**config.mk**
```make
export PLATFORM = sky130hd
export DESIGN_NAME = mem_arbiter
export DESIGN_NICKNAME = d
export VERILOG_FILES = /design/src/rtl/mem_arbiter.sv
export SDC_FILE = /design/constraint.sdc
export NUM_CORES = 1
export LEC_CHECK = 0
export ABC_AREA = 1
export BUFFER_PORTS_ARGS = -buffer_cell sky130_fd_sc_hd__buf_4
export CAP_MARGIN = 20
export CORE_UTILIZATION = 45
export DETAILED_ROUTE_END_ITERATION = 10
export GPL_TIMING_DRIVEN = 0
export PLACE_DENSITY_LB_ADDON = 0.12
export RECOVER_POWER = 25
export SLEW_MARGIN = 15
export SYNTH_ARGS = -nofsm -noshare
export SYNTH_HDL_FRONTEND = slang
export SYNTH_SLANG_ARGS = --single-unit
```
**constraint.sdc**
```tcl
create_clock -name clk -period 4.1 [get_ports clk]
set_clock_uncertainty 0.2 [all_clocks]
set_input_delay 0.41 -clock clk [delete_from_list [all_inputs] [get_ports clk]]
set_output_delay 0.41 -clock clk [all_outputs]
set_load 0.03 [all_outputs]
```
**src/rtl/mem_arbiter.sv**
```systemverilog
`default_nettype none
// ============================================================================
//  Module      : mem_arbiter
//  Description : Shares a single-ported, one-cycle-latency synchronous memory
//                between an instruction-fetch port and a load/store data port.
//                Reads run issue -> wait -> respond; writes complete in the
//                grant cycle. Ties are broken round-robin.
//  Revision    : 1.0 - initial release
// ============================================================================
module mem_arbiter #(
    parameter int AW = 32,
    parameter int DW = 32
) (
    input  logic          clk,
    input  logic          resetn,

    input  logic          i_req,
    input  logic [AW-1:0] i_addr,
    output logic          i_gnt,
    output logic          i_rvalid,
    output logic [DW-1:0] i_rdata,

    input  logic          d_req,
    input  logic          d_we,
    input  logic [3:0]    d_wmask,
    input  logic [AW-1:0] d_addr,
    input  logic [DW-1:0] d_wdata,
    output logic          d_gnt,
    output logic          d_rvalid,
    output logic [DW-1:0] d_rdata,

    output logic [AW-1:0] mem_addr,
    output logic          mem_rd_en,
    output logic [3:0]    mem_wmask,
    output logic [DW-1:0] mem_wdata,
    input  logic [DW-1:0] mem_rdata,

    output logic          busy
);

    typedef enum logic [1:0] {
        ST_IDLE = 2'd0,
        ST_WAIT = 2'd1,
        ST_RESP = 2'd2
    } state_t;

    state_t        r_state;
    logic          r_last_d;     // 1: data port was granted most recently
    logic          r_owner_d;    // 1: in-flight read belongs to the data port
    logic [AW-1:0] r_addr;
    logic          r_i_rvalid;
    logic          r_d_rvalid;
    logic [DW-1:0] r_i_rdata;
    logic [DW-1:0] r_d_rdata;

    logic          w_idle;
    logic          w_sel_d;
    logic          w_sel_i;
    logic          w_i_gnt;
    logic          w_d_gnt;
    logic          w_wr_grant;
    logic          w_rd_grant;

    // Grants are only legal in IDLE and never while reset is held, even
    // though the asynchronous reset already parks the state in IDLE.
    assign w_idle     = resetn && (r_state == ST_IDLE);

    // Data wins if it is the only requester, or on a tie when fetch went last.
    assign w_sel_d    = d_req && (!i_req || !r_last_d);
    assign w_sel_i    = i_req && !w_sel_d;

    assign w_i_gnt    = w_idle && w_sel_i;
    assign w_d_gnt    = w_idle && w_sel_d;
    assign w_wr_grant = w_d_gnt && d_we;
    assign w_rd_grant = w_i_gnt || (w_d_gnt && !d_we);

    assign i_gnt      = w_i_gnt;
    assign d_gnt      = w_d_gnt;
    assign mem_rd_en  = w_rd_grant;
    assign mem_wmask  = w_wr_grant ? d_wmask : 4'b0000;
    assign mem_wdata  = w_wr_grant ? d_wdata : '0;

    // The winner's address goes out in the grant cycle; otherwise the
    // address of the last issued read is held.
    assign mem_addr   = !resetn ? '0 :
                        w_i_gnt ? i_addr :
                        w_d_gnt ? d_addr :
                        r_addr;

    assign busy       = (r_state != ST_IDLE);
    assign i_rvalid   = r_i_rvalid;
    assign d_rvalid   = r_d_rvalid;
    assign i_rdata    = r_i_rdata;
    assign d_rdata    = r_d_rdata;

    // Sequencer: arbitration bookkeeping and the issue/wait/respond cycle.
    always_ff @(posedge clk or negedge resetn) begin
        if (!resetn) begin
            r_state    <= ST_IDLE;
            r_last_d   <= 1'b1;
            r_owner_d  <= 1'b0;
            r_addr     <= '0;
            r_i_rvalid <= 1'b0;
            r_d_rvalid <= 1'b0;
        end else begin
            r_i_rvalid <= 1'b0;
            r_d_rvalid <= 1'b0;
            case (r_state)
                ST_IDLE: begin
                    if (w_i_gnt || w_d_gnt) begin
                        r_last_d <= w_d_gnt;
                    end
                    if (w_rd_grant) begin
                        r_owner_d <= w_d_gnt;
                        r_addr    <= w_d_gnt ? d_addr : i_addr;
                        r_state   <= ST_WAIT;
                    end
                end
                ST_WAIT: begin
                    // Response pulse lands in RESP, alongside the captured data.
                    r_i_rvalid <= !r_owner_d;
                    r_d_rvalid <= r_owner_d;
                    r_state    <= ST_RESP;
                end
                ST_RESP: begin
                    r_state <= ST_IDLE;
                end
                default: begin
                    r_state <= ST_IDLE;
                end
            endcase
        end
    end

    // Capture memory read data into the owning port's holding register.
    always_ff @(posedge clk or negedge resetn) begin
        if (!resetn) begin
            r_i_rdata <= '0;
            r_d_rdata <= '0;
        end else if (r_state == ST_WAIT) begin
            if (r_owner_d) begin
                r_d_rdata <= mem_rdata;
            end else begin
                r_i_rdata <= mem_rdata;
            end
        end
    end

endmodule
`default_nettype wire

```
==> results.rst <==
.. list-table::
   :header-rows: 1

   * - Metric
     - Value
   * - First-pass GRT wire length
     - 28.2 mm
   * - Crit path capture type
     - output port
   * - Synthesis-to-finish area growth
     - 46.7%
   * - Clock tree root buffer cell
     - sky130_fd_sc_hd__clkbuf_16
   * - Area of the core
     - 12000 um2
   * - Post-CTS setup buffer count
     - 0
   * - Number of flops mapped to enable cells by yosys
     - 0
   * - Count of unresolved DRC violations after routing
     - 0
   * - I/O pin count
     - 275
   * - Hold_ws
     - -0.0415 ns
   * - Element type at the critical path start
     - primary input
   * - Post-Route WL
     - 17.5 mm
   * - Drt pass-1 iters
     - 7
   * - Fraction of layout instances using a drive strength above 1
     - 0.294
   * - Min-Delay Path Class
     - in -> async
   * - Number of antenna cells inserted
     - 0
   * - Register area share after synthesis
     - 0.464
   * - Clock-pin slew on the worst setup and hold paths
     - 0.07 ns
   * - Clock tree from TritonCTS
     - yes
   * - Largest delay contributor family on the critical path
     - buffers and inverters
   * - Most common cell after layout, fill and taps aside
     - sky130_fd_sc_hd__buf_4
   * - Slowest cell on the critical path
     - sky130_fd_sc_hd__buf_6
   * - Leakage dissipation
     - 4.76 nW
   * - Worst Setup Path Type
     - in -> out
   * - CTS sink cnt
     - 102
   * - Measured slew at the worst slew-check pin
     - 0.990 ns
   * - Setup repair after global routing missed its margin
     - no
   * - Worst-skew pair later-pin latency
     - 0.34 ns
   * - Mean instance size in the synthesized netlist
     - 6.89 um2
   * - Status
     - finished, violations left
   * - Number of antenna violations at the first check in global routing
     - 0
   * - Total via count after detailed routing
     - 5994
   * - Std cell rows
     - 40
   * - FF/Latch Area
     - 2550 um2
   * - Cells after synthesis
     - 799
   * - Number of port buffers
     - 274
   * - Minimum clock period
     - 3.10 ns
   * - Async SR Flop Fraction
     - 1.00
   * - Fill cell instance count of the final layout
     - 1095
   * - Slew headroom
     - 0.340
   * - Peak per-stage delay on the critical path
     - 0.65 ns
   * - Cell area power density
     - 692 nW/um2
   * - Number of max-cap violations
     - 0
   * - Via count of the first global-routing pass
     - 5647
   * - Starting DRC count in detailed routing
     - 520
   * - Post-CTS sizing
     - 0
   * - Hold bufs inserted after CTS
     - 0
   * - Failing checks
     - hold timing
   * - RD Place Congestion
     - 0.827
   * - Final setup violation count
     - 0
   * - Floorplan die height
     - 113 um
   * - Syn nets
     - 936
   * - Ys flop type
     - sky130_fd_sc_hd__dfrtp_1
   * - CTS buffer count
     - 9
   * - Remaining global-route overflow
     - 0
   * - Die Footprint
     - 12700 um2
   * - Average via count per standard cell
     - 4.85
   * - Total buffers and inverters traversed by the critical path
     - 3
   * - Number of warnings printed during yosys synthesis
     - 0
   * - Cell-by-cell listing of the critical path
     - buf_6 -> nand3_2 -> nor2_4 -> nand2_2 -> buf_2 -> nor2_1 -> buf_4
   * - Setup tns final
     - 0 ns
   * - Number of unique standard cell types used by synthesis
     - 20
   * - Multi-input gate area
     - 2280 um2
   * - Post-route fraction of the period consumed by the critical path
     - 0.757
   * - DP Area
     - 7750 um2
   * - Data required time of the worst path
     - 3.49 ns
   * - Detailed placer's ending HPWL
     - 12.9 mm
   * - Final hold violation count
     - 9
   * - Number of H-tree levels
     - 3
   * - Final Max Slew Viols
     - 0
   * - Worst-path maximum fanout
     - 109
   * - Starting density of the core
     - 0.460
   * - Summed area of non-filler cells in the final layout
     - 8080 um2
   * - IR Drop Worst-Case VDD
     - 0.495 mV
   * - Final nets
     - 1221
   * - Total Routing Usage GR
     - 0.281
   * - Mapped cell area
     - 5500 um2
   * - #FFs+latches synth
     - 102
   * - Maximum number of pins on one net before global-route repair
     - 110
   * - Remaining antenna violation count after routing
     - 0
   * - Commonest non-fill, non-tap cells in the layout
     - sky130_fd_sc_hd__buf_4 (277), sky130_fd_sc_hd__nand2_1 (198), sky130_fd_sc_hd__nor2_1 (127)
   * - Endpoint arrival time on the critical path
     - 2.49 ns
   * - Die Span X
     - 113 um
   * - Bufs on Longest Clock Path
     - 2
   * - Mean routed wirelength per cell
     - 14.1 um
   * - Highest attainable clock frequency
     - 322 MHz
==> flip-flops by register name, indices dropped and copies added (netlist names) <==
signal,cells
d_rdata,32
d_rvalid,1
i_rdata,32
i_rvalid,1
r_addr,32
r_last_d,1
r_owner_d,1
r_state,2
==> cells by family after synthesis <==
family,synth area share
buffers and inverters,0.121
AND/OR/NAND/NOR,0.296
AO/OA/AOI/OAI,0.119
flip-flops,0.464
==> path summary, 6_finish.rpt <==
check | depth (start not counted) | end | startpoint | slack [ns]
max | 7 | mem_wdata[29] | resetn | 1.0
min | 1 | r_addr[16]$_DFFE_PN0P_ | resetn | -0.04
max reg2reg | 6 | r_owner_d$_DFFE_PN0P_ | r_last_d$_DFFE_PN1P_ | 2.10
min reg2reg | 1 | r_state[1]$_DFFE_PN0P_ | r_state[1]$_DFFE_PN0P_ | 0.25
max in group asynchronous | 1 | r_addr[7]$_DFFE_PN0P_ | resetn | 3.04
min in group clk | 3 | i_rdata[25]$_DFFE_PN0P_ | mem_rdata[25] | 0.13
==> layout make-up <==
type / instances / share of cell area
plain buffers: 51 / 0.0288
clock buffers: 9 / 0.0279
clock inverters: 7 / 0.0127
inverters: 115 / 0.0535
multi-input cells: 531 / 0.283
flip-flops and latches: 102 / 0.316
well taps: 147 / 0.0228
repair buffers: 274 / 0.255
==> report_power, final <==
part | switching [mW] | internal (mW)
clock | 0.391 | 0.544
combinational | 1.84 | 1.04
sequential | 0.280 | 1.50
total | 2.51 | 3.08
==> worst register-to-register path: cells and delay by family (launching register included) <==
kind                   cells  cell delay, ns
AND/OR/NAND/NOR            4            0.55
flip-flops                 1            0.53
buffers and inverters      1            0.41
AO/OA/AOI/OAI              1            0.18
==> per-stage QoR <==
stage	hold WS (ns)	instances	setup slack, ns	total power [mW]	util
final	-0.0415	1236	0.998	5.59	0.675
after floorplan	-0.0856	799	1.74	3.53	-
after global routing	0.0446	1236	0.672	5.97	0.675
after CTS	0.0293	1236	0.955	5.61	0.675
after detailed placement	0.242	1220	0.963	4.66	0.648
after global placement	0.233	1220	0.570	4.61	0.647
==> cell usage after synthesis, types with 4 or more instances <==
library cell / n / area share
sky130_fd_sc_hd__buf_2: 15 / 0.014
sky130_fd_sc_hd__buf_4: 4 / 0.0055
sky130_fd_sc_hd__clkbuf_1: 30 / 0.020
sky130_fd_sc_hd__dfrtp_1: 101 / 0.46
sky130_fd_sc_hd__inv_1: 113 / 0.077
sky130_fd_sc_hd__nand2_1: 198 / 0.14
sky130_fd_sc_hd__nand3_1: 68 / 0.062
sky130_fd_sc_hd__nor2_1: 127 / 0.087
sky130_fd_sc_hd__o21ai_0: 124 / 0.11
sky130_fd_sc_hd__o21ai_1: 5 / 0.0045
==> routing by layer <==
| layer | GRT usage | vias to the layer above | part of all wire | routed length, um |
|---|---|---|---|---|
| met3 | 0.0497 | 21 | 0.066 | 1150 |
| li1 | - | 3022 | - | - |
| met2 | 0.436 | 224 | 0.47 | 8130 |
| met5 | 0 | - | 0 | 0 |
| met4 | 0.102 | 0 | 0.017 | 297 |
| met1 | 0.395 | 2727 | 0.45 | 7890 |
Note: power is estimated with default switching activity, not from simulation.
